<file path="src/rtl/writeback_stage_pkg.sv">
// Shared constants and types for the writeback stage: result-select encodings,
// the a0 register index and the W-stage bundle struct.
package writeback_stage_pkg;

    localparam int WB_D_WIDTH = 32;
    localparam int WB_A_WIDTH = 5;

    localparam logic [1:0] RES_ALU = 2'b00;
    localparam logic [1:0] RES_MEM = 2'b01;
    localparam logic [1:0] RES_PC4 = 2'b10;

    localparam logic [WB_A_WIDTH-1:0] REG_A0 = 5'd10;

    typedef struct packed {
        logic                  reg_write;
        logic [1:0]            result_src;
        logic [WB_A_WIDTH-1:0] rd;
        logic [WB_D_WIDTH-1:0] alu_result;
        logic [WB_D_WIDTH-1:0] read_data;
        logic [WB_D_WIDTH-1:0] pc_plus4;
    } wb_bundle_t;

endpackage

</file>
<file path="src/rtl/writeback_stage_if.sv">
// W-stage bundle, decode read ports and forwarding/observation outputs.
// master = pipeline side (MEM/WB register + decode), slave = writeback stage.
interface writeback_stage_if #(
    parameter int D_WIDTH = 32,
    parameter int A_WIDTH = 5
);
    logic               RegWriteW;
    logic [1:0]         ResultSrcW;
    logic [A_WIDTH-1:0] RdW;
    logic [D_WIDTH-1:0] ALUResultW;
    logic [D_WIDTH-1:0] ReadDataW;
    logic [D_WIDTH-1:0] PCPlus4W;
    logic [A_WIDTH-1:0] A1;
    logic [A_WIDTH-1:0] A2;
    logic [D_WIDTH-1:0] RD1;
    logic [D_WIDTH-1:0] RD2;
    logic [D_WIDTH-1:0] ResultW;
    logic [D_WIDTH-1:0] a0;

    modport master (
        output RegWriteW, ResultSrcW, RdW, ALUResultW, ReadDataW, PCPlus4W, A1, A2,
        input  RD1, RD2, ResultW, a0
    );

    modport slave (
        input  RegWriteW, ResultSrcW, RdW, ALUResultW, ReadDataW, PCPlus4W, A1, A2,
        output RD1, RD2, ResultW, a0
    );
endinterface

</file>
<file path="src/rtl/writeback_stage_reg_file.sv">
// 2**A_WIDTH x D_WIDTH architectural register file: synchronous active-low reset,
// one write port, two write-through bypassed read ports and an a0 tap.
module writeback_stage_reg_file
    import writeback_stage_pkg::*;
#(
    parameter int D_WIDTH = WB_D_WIDTH,
    parameter int A_WIDTH = WB_A_WIDTH
) (
    input  logic               clk,
    input  logic               rst_n,
    input  logic               we,
    input  logic [A_WIDTH-1:0] wa,
    input  logic [D_WIDTH-1:0] wd,
    input  logic [A_WIDTH-1:0] a1,
    input  logic [A_WIDTH-1:0] a2,
    output logic [D_WIDTH-1:0] rd1,
    output logic [D_WIDTH-1:0] rd2,
    output logic [D_WIDTH-1:0] a0
);

    localparam int DEPTH = 2 ** A_WIDTH;

    logic [D_WIDTH-1:0] regs [DEPTH];

    always_ff @(posedge clk) begin
        if (!rst_n) begin
            for (int i = 0; i < DEPTH; i++) begin
                regs[i] <= '0;
            end
        end else if (we && (wa != '0)) begin
            regs[wa] <= wd;
        end
    end

    // Bypass is intentionally not gated by rst_n; x0 short-circuits before any array access.
    always_comb begin
        rd1 = '0;
        if (a1 != '0) begin
            rd1 = (we && (wa == a1)) ? wd : regs[a1];
        end
    end

    always_comb begin
        rd2 = '0;
        if (a2 != '0) begin
            rd2 = (we && (wa == a2)) ? wd : regs[a2];
        end
    end

    assign a0 = regs[REG_A0];

endmodule

</file>
<file path="src/rtl/writeback_stage.sv">
// Writeback stage: result mux, register-file commit and decode read ports.
// Optional retire counter output wb_count is enabled by defining WB_RETIRE_CNT_EN.
module writeback_stage
    import writeback_stage_pkg::*;
#(
    parameter int D_WIDTH = WB_D_WIDTH,
    parameter int A_WIDTH = WB_A_WIDTH
) (
    input  logic                    clk,
    input  logic                    rst_n,
`ifdef WB_RETIRE_CNT_EN
    output logic [31:0]             wb_count,
`endif
    writeback_stage_if.slave        bus
);

    wb_bundle_t         w;
    logic [D_WIDTH-1:0] result;
    logic               commit;

    always_comb begin
        w.reg_write  = bus.RegWriteW;
        w.result_src = bus.ResultSrcW;
        w.rd         = bus.RdW;
        w.alu_result = bus.ALUResultW;
        w.read_data  = bus.ReadDataW;
        w.pc_plus4   = bus.PCPlus4W;
    end

    // Encoding 2'b11 is reserved and falls back to the ALU result.
    always_comb begin
        case (w.result_src)
            RES_MEM: result = w.read_data;
            RES_PC4: result = w.pc_plus4;
            default: result = w.alu_result;
        endcase
    end

    assign bus.ResultW = result;
    assign commit      = w.reg_write && (w.rd != '0);

    writeback_stage_reg_file #(
        .D_WIDTH (D_WIDTH),
        .A_WIDTH (A_WIDTH)
    ) u_reg_file (
        .clk   (clk),
        .rst_n (rst_n),
        .we    (w.reg_write),
        .wa    (w.rd),
        .wd    (result),
        .a1    (bus.A1),
        .a2    (bus.A2),
        .rd1   (bus.RD1),
        .rd2   (bus.RD2),
        .a0    (bus.a0)
    );

`ifdef WB_RETIRE_CNT_EN
    logic [31:0] wb_count_q;

    always_ff @(posedge clk) begin
        if (!rst_n) begin
            wb_count_q <= '0;
        end else if (commit) begin
            wb_count_q <= wb_count_q + 32'd1;
        end
    end

    assign wb_count = wb_count_q;
`else
    logic unused_commit;
    assign unused_commit = commit;
`endif

endmodule

</file>
<file path="src/flat_wrapper.sv">
// flat-port wrapper written by rule: the top's interface ports become plain ports
module writeback_stage_flat import writeback_stage_pkg::*;
#(
    parameter int D_WIDTH = WB_D_WIDTH,
    parameter int A_WIDTH = WB_A_WIDTH
)
  (clk, rst_n, bus_RegWriteW, bus_ResultSrcW, bus_RdW, bus_ALUResultW, bus_ReadDataW, bus_PCPlus4W, bus_A1, bus_A2, bus_RD1, bus_RD2, bus_ResultW, bus_a0);
  writeback_stage_if #(.D_WIDTH(D_WIDTH), .A_WIDTH(A_WIDTH)) bus_i ();
  input  logic clk;
  input  logic rst_n;
  input wire logic [$bits(bus_i.RegWriteW)-1:0] bus_RegWriteW;
  input wire logic [$bits(bus_i.ResultSrcW)-1:0] bus_ResultSrcW;
  input wire logic [$bits(bus_i.RdW)-1:0] bus_RdW;
  input wire logic [$bits(bus_i.ALUResultW)-1:0] bus_ALUResultW;
  input wire logic [$bits(bus_i.ReadDataW)-1:0] bus_ReadDataW;
  input wire logic [$bits(bus_i.PCPlus4W)-1:0] bus_PCPlus4W;
  input wire logic [$bits(bus_i.A1)-1:0] bus_A1;
  input wire logic [$bits(bus_i.A2)-1:0] bus_A2;
  output wire logic [$bits(bus_i.RD1)-1:0] bus_RD1;
  output wire logic [$bits(bus_i.RD2)-1:0] bus_RD2;
  output wire logic [$bits(bus_i.ResultW)-1:0] bus_ResultW;
  output wire logic [$bits(bus_i.a0)-1:0] bus_a0;
  assign bus_i.RegWriteW = bus_RegWriteW;
  assign bus_i.ResultSrcW = bus_ResultSrcW;
  assign bus_i.RdW = bus_RdW;
  assign bus_i.ALUResultW = bus_ALUResultW;
  assign bus_i.ReadDataW = bus_ReadDataW;
  assign bus_i.PCPlus4W = bus_PCPlus4W;
  assign bus_i.A1 = bus_A1;
  assign bus_i.A2 = bus_A2;
  assign bus_RD1 = bus_i.RD1;
  assign bus_RD2 = bus_i.RD2;
  assign bus_ResultW = bus_i.ResultW;
  assign bus_a0 = bus_i.a0;
  writeback_stage #(.D_WIDTH(D_WIDTH), .A_WIDTH(A_WIDTH)) u_core (.clk(clk), .rst_n(rst_n), .bus(bus_i));
endmodule
</file>
<file path="config.mk">
export PLATFORM = sky130hd
export DESIGN_NAME = writeback_stage_flat
export DESIGN_NICKNAME = d
export VERILOG_FILES = /design/src/rtl/writeback_stage_pkg.sv /design/src/rtl/writeback_stage_if.sv /design/src/rtl/writeback_stage_reg_file.sv /design/src/rtl/writeback_stage.sv /design/src/flat_wrapper.sv
export SDC_FILE = /design/constraint.sdc
export NUM_CORES = 2
export LEC_CHECK = 0
export CORE_ASPECT_RATIO = 0.5
export CORE_MARGIN = 8
export CORE_UTILIZATION = 50
export DETAILED_ROUTE_END_ITERATION = 10
export PLACE_DENSITY = 0.68
export SLEW_MARGIN = 20
export SYNTH_ARGS = -nofsm -noshare
export SYNTH_HDL_FRONTEND = slang
export SYNTH_SLANG_ARGS = --single-unit
</file>
<file path="constraint.sdc">
create_clock -name clk -period 7.2 [get_ports clk]
set_input_delay 1.08 -clock clk [delete_from_list [all_inputs] [get_ports clk]]
set_output_delay 1.08 -clock clk [all_outputs]
set_load 0.05 [all_outputs]
</file>
## Word level (Yosys, flattened, before mapping)

Memories as Yosys holds them, arrays and structs flattened.
Cells that the tools add are included.

| storage, ports and cells | value |
|---|---|
| bits in registers | 0 |
| bits in latches | 0 |
| bits in writable memories | 1024 |
| ROM bits | 0 |
| input port bits | 116 |
| output and inout bits | 128 |
| logic and storage cells | 24 |
| memories | 1 |

| operators by class | value |
|---|---|
| add/sub/neg operators | 0 |
| $mul | 0 |
| div/mod/pow operators | 0 |
| order comparisons | 0 |
| eq/ne operators | 4 |
| shifts and indexed selects | 0 |
| muxes and demuxes | 12 |
| bitwise operators | 0 |
| reduce and logical (&&, ||, !) cells | 7 |

Memories:

| name | depth | width | rd ports | clocked after Yosys merged registers in | wr ports | RTL line | source |
|---|---|---|---|---|---|---|---|
| u_core.u_reg_file.regs | 32 | 32 | 3 | 0 | 32 | writeback_stage_reg_file.sv:23 | `logic [D_WIDTH-1:0] regs [DEPTH];` |

Operators by type and width:

| kind | count |
|---|---|
| $mux 32 | 5 |
| $pmux 32 s2 | 1 |
| $reduce_or 32->1 | 1 |
| $reduce_bool 5->1 | 3 |
| $eq 5x5->1 | 2 |
| $mux 1 | 5 |
| $mux 5 | 1 |
| $logic_and 1x1->1 | 3 |
| $eq 2x1->1 const B | 1 |
| $eq 2x2->1 const B | 1 |

## Longest topological paths before layout

| logic depth | value |
|---|---|
| depth after elaboration | 7 |
| depth in mapped cells | 10 |
| depth with buffers taken out | 7 |

## By module

From an unflattened synthesis, not the netlist that was laid out.

| unflattened totals | value |
|---|---|
| cell total of the unflattened synthesis | 3886 |
| area, all modules | 55378.1 um^2 |

By module, submodules not included:

| module | instances | cells an instance | area each (um^2) | seq. area each (um^2) |
|---|---|---|---|---|
| writeback_stage_reg_file | 1 | 3773 | 54741.3 | 30749.5 |
| writeback_stage | 1 | 113 | 636.9 | 0.0 |

## Least setup slack after synthesis

OpenSTA, ideal clock, no wires.

| timing | value |
|---|---|
| path type | input-to-output |
| start | in bus_A1[4] |
| end | out bus_RD1[12] |
| data arrival time | 3.463 ns |
| required time | 6.120 ns |
| path slack | 2.657 ns |
| stages on the path | 6 |
| buffers on the path | 3 |
| cell sequence | buf_2 clkbuf_1 clkbuf_1 mux2i_1 a21oi_1 o32ai_1 |

| on the way | value |
|---|---|
| longest elaborated chain between the ends | 4 |
| elaborated cells on any way between the ends | 6 |
| those cells by class | 1 x eq/ne; 2 x mux; 2 x reduce/logical; 1 x memory |

Ends and longest elaborated chain:

| item | RTL line | source |
|---|---|---|
| from (decl) | flat_wrapper.sv:17 | `input wire logic [$bits(bus_i.A1)-1:0] bus_A1;` |
| branches (longest 3 deep; another with $mem_v2 32x32) | - |  |
| $mux 32 * | writeback_stage_reg_file.sv:38 | `if (a1 != '0) begin` |
| to (decl) | flat_wrapper.sv:19 | `output wire logic [$bits(bus_i.RD1)-1:0] bus_RD1;` |

Every way passes the cells marked *.

## Final worst setup path

| timing | value |
|---|---|
| start | in bus_A1[1] |
| end | out bus_RD1[6] |

Same word-level chain as after synthesis.

==> summary.txt <==
FINAL LAYOUT
---------------------------------------------------------------------------------
Most frequent cells in the layout                                    nor2_1 (1070), edfxtp_1 (1024), mux4_2 (423)
Fin cells                                                                    5599
Largest Register                                                     u_core.u_reg_file.regs
Utilization of the core after routing                                      57.05%
Nets@finish                                                                  4199
Filler Cell Count                                                            8353
Area of combinational cells with multiple inputs                        21320 um2
P&R area growth vs syn                                                     13.52%
Number of flip-flops in the largest register                                 1024
Register area                                                           30750 um2
Regs by FF count                                                     u_core.u_reg_file.regs (1024)
Fraction of final layout cells with drive strength greater than 1          21.74%
Leading cell type in the layout, fill and taps excluded                    nor2_1

STA
---------------------------------------------------------------------------------
Number of hold violations in the final report                                   0
Period minus WS final                                                    6.391 ns
Setup repair after global routing missed its margin                         false
Worst slew margin relative to its limit                                    15.36%
Setup-violating endpoint count in the final report                              0
Total Neg Setup Slack                                                        0 ns
Max Clock Freq                                                          156.5 MHz
Slew @ Worst Pin                                                         1.254 ns
Max Slew Vio Count                                                              0
Period utilization                                                         88.76%

RUN STATUS
---------------------------------------------------------------------------------
Outcome                                                              complete, no violations

POWER
---------------------------------------------------------------------------------
Pleak                                                                  0.02076 uW
Part of the total power dissipated in combinational logic                   18.0%
Cell Int Power                                                           10690 uW
Switching Power                                                           4281 uW
Worst vdd ir                                                            0.2096 mV
Power density over cell area                                         244.8 nW/um2
Proportion of power drawn by flip-flops and latches                         47.2%
Clock network fraction of total power                                       34.8%
Net switching fraction of the power                                        28.59%

CRITICAL PATH
---------------------------------------------------------------------------------
Highest net fanout along the worst path                                        75
CP Buf/Inv Count                                                                2
Cell with the largest stage delay on the worst path                      nand2b_1
Worst path top cell family by delay                                  simple AND/OR/NAND/NOR gates
Endpoint arrival time on the critical path                                5.31 ns
Delay of the slowest cell on the worst path                               0.96 ns
CP Capture Type                                                        output pin
Critical Path Source                                                    bus_A1[1]
Type of the worst setup path                                               in2out
CP Launch Type                                                       primary input
Worst path required time                                                  6.12 ns
Crit path cell chain                                                 buf_8 -> nand2b_1 -> nor2_1 -> nor4_1 -> nor3_1 -> a211oi_1 -> clkdlybuf4s50_1

FLOORPLAN
---------------------------------------------------------------------------------
Height of the die                                                        248.1 um
Placeable core region                                                  107200 um2
Full die area                                                          119200 um2
# IOs                                                                         244
Horizontal die dimension                                                 480.2 um
Cell Rows                                                                      85
Starting Density                                                           50.26%

GLOBAL ROUTE
---------------------------------------------------------------------------------
Initial antenna violation count                                                 8
First-pass GRT wire length                                              288300 um
Pin count of the biggest net entering global routing                           76
Number of global-route vias before repair                                   38710
Total global routing track utilization                                     34.11%
Overflow after GRT                                                              0

CLOCK TREE
---------------------------------------------------------------------------------
Post-CTS Hold Buffers                                                           0
Total of cells resized after clock tree synthesis                               0
Clock Tree Root                                                         clkbuf_16
Clock H-tree levels                                                             3
Clk slew on worst S/H paths                                               0.06 ns
TritonCTS Buffers                                                              95
Number of buffers on the longest clock path                                     3
CTS tree                                                                      yes
Sink count of the clock tree                                                 1024
Buffers inserted by post-CTS timing repair                                      0

PLACED DESIGN
---------------------------------------------------------------------------------
Placed Cells                                                                 5419
Last weighted congestion value of the routability-driven placer            0.9721
Half-perimeter wire length after detailed placement                     130600 um
Number of I/O port buffers                                                    243

ROUTING
---------------------------------------------------------------------------------
Average wire per standard cell                                           37.17 um
Via Count                                                                   39830
Vias per std cell                                                           7.114
Initial detailed-routing violation count                                     7056
Final routed wirelength across all metal layers                         208100 um
Drc violations                                                                  0
Antenna viol nets, final                                                        0
Length of the first detailed-routing pass in iterations                         8

SYNTH
---------------------------------------------------------------------------------
Flip-flop cell with the highest count after synthesis                    edfxtp_1
Summed instance area of the synthesized netlist                         53880 um2
Count of flip-flops with a built-in enable after synthesis                   1024
Gate Count Post-Synth                                                        3926
Number of library cell types mapped by synthesis                               64
Library cell occupying the most area in the post-synthesis netlist       edfxtp_1
Portion of synthesized cell area occupied by the leading cell type         57.07%
Main area contributors after synthesis                               edfxtp_1 (57%), mux4_2 (18%), nor2_1 (7.5%), mux2i_1 (3.4%), clkbuf_1 (1.8%)
Seq cells post-synth                                                         1024
Share of flip-flops with an asynchronous set or reset                          0%
Average size of a mapped cell                                           13.72 um2
Yosys synthesis warning count                                                   0
Part of the Yosys area used for sequential elements                        57.07%

HOLD PATH
---------------------------------------------------------------------------------
Tightest Hold Check Type                                                   in2reg
Launch point of the worst hold path                                  bus_ALUResultW[12]

RUN
---------------------------------------------------------------------------------
Number of maximum-capacitance constraint violations                             0

[final cells by class]
type	count	area share [%]
antenna	5	0.02046
clock buffer	113	4.102
tap	1435	2.936
inverter	44	0.2700
multi-input combinational	2477	34.85
timing repair buffer	439	6.600
clock inverter	62	0.9451
sequential	1024	50.28
[power groups by stage]
stage / Combinational (uW) / Sequential (uW) / Clock, uW
6_report: 2700 / 7070 / 5210
5_1_grt: 2740 / 7090 / 5400
4_1_cts: 2610 / 7050 / 5190
3_5_place_dp: 2600 / 7180 / 0
3_3_place_gp: 2580 / 7150 / 0
2_1_floorplan: 1550 / 7140 / 0
[tightest hold or removal path, cell delays in order]
cell,delay (ns)
clkdlybuf4s50_1,0.50
a21oi_4,0.20
nor2_1,0.12
[per-stage QoR]
stage / power (uW) / hold WS [ns] / instance area (um2) / setup WS [ns]
finish: 14970 / 1.326 / 61160 / 0.8091
global route: 15230 / 1.339 / 61150 / 0.8756
CTS: 14850 / 1.289 / 61150 / 1.048
detailed placement: 9776 / 2.019 / 58060 / 1.058
global placement: 9726 / 2.011 / 58060 / 1.120
floorplan: 8697 / 1.400 / 54000 / 2.657
[synthesized netlist by cell type (6+ instances only)]
cell type and instances:
nor4_1 9, o211ai_1 15, nor2_1 1070, edfxtp_1 1024, buf_2 69, nand2b_1 15, mux2_2 67, o21a_1 14
nand4_1 6, o22ai_1 92, nor3_1 13, a22oi_1 48, a221oi_1 14, a2111oi_0 16, mux2i_1 182, o21ai_0 31
buf_6 25, inv_1 43, a211oi_1 50, buf_4 48, o32ai_1 26, nand3_1 15, mux4_2 423, o22a_1 17
a21oi_1 56, xnor2_1 10, clkbuf_1 257, nand2_1 109, mux4_1 10, nor3b_1 7, nor2b_1 47, a32o_1 6
[worst paths after layout]
check                                          end  slack (ns)  cells past startpoint
max                                     bus_RD1[6]        0.81                      7
min    u_core.u_reg_file.regs[8][12]$_SDFFCE_PN0P_        1.33                      3
[layer usage]
metal  GRT usage [%]  wire length (um)  up-vias
met1           43.29             69970    20050
met2           49.42             87830     3775
met3           17.20             39190      701
li1                -                 -    15290
met4           14.78             10940       10
met5          0.8980               194        -
[cell families after synthesis]
kind of cell	count (synthesis)	share of synthesized area (%)
AO/OA/AOI/OAI	431	5.676
XOR/XNOR	10	0.1625
adder cells (fa/ha/maj)	2	0.04644
buffers and inverters	456	4.236
flip-flops	1024	57.07
multiplexers	682	22.95
other	1	0.006960
AND/OR/NAND/NOR	1320	9.851
(Power assumes the default switching activity.)
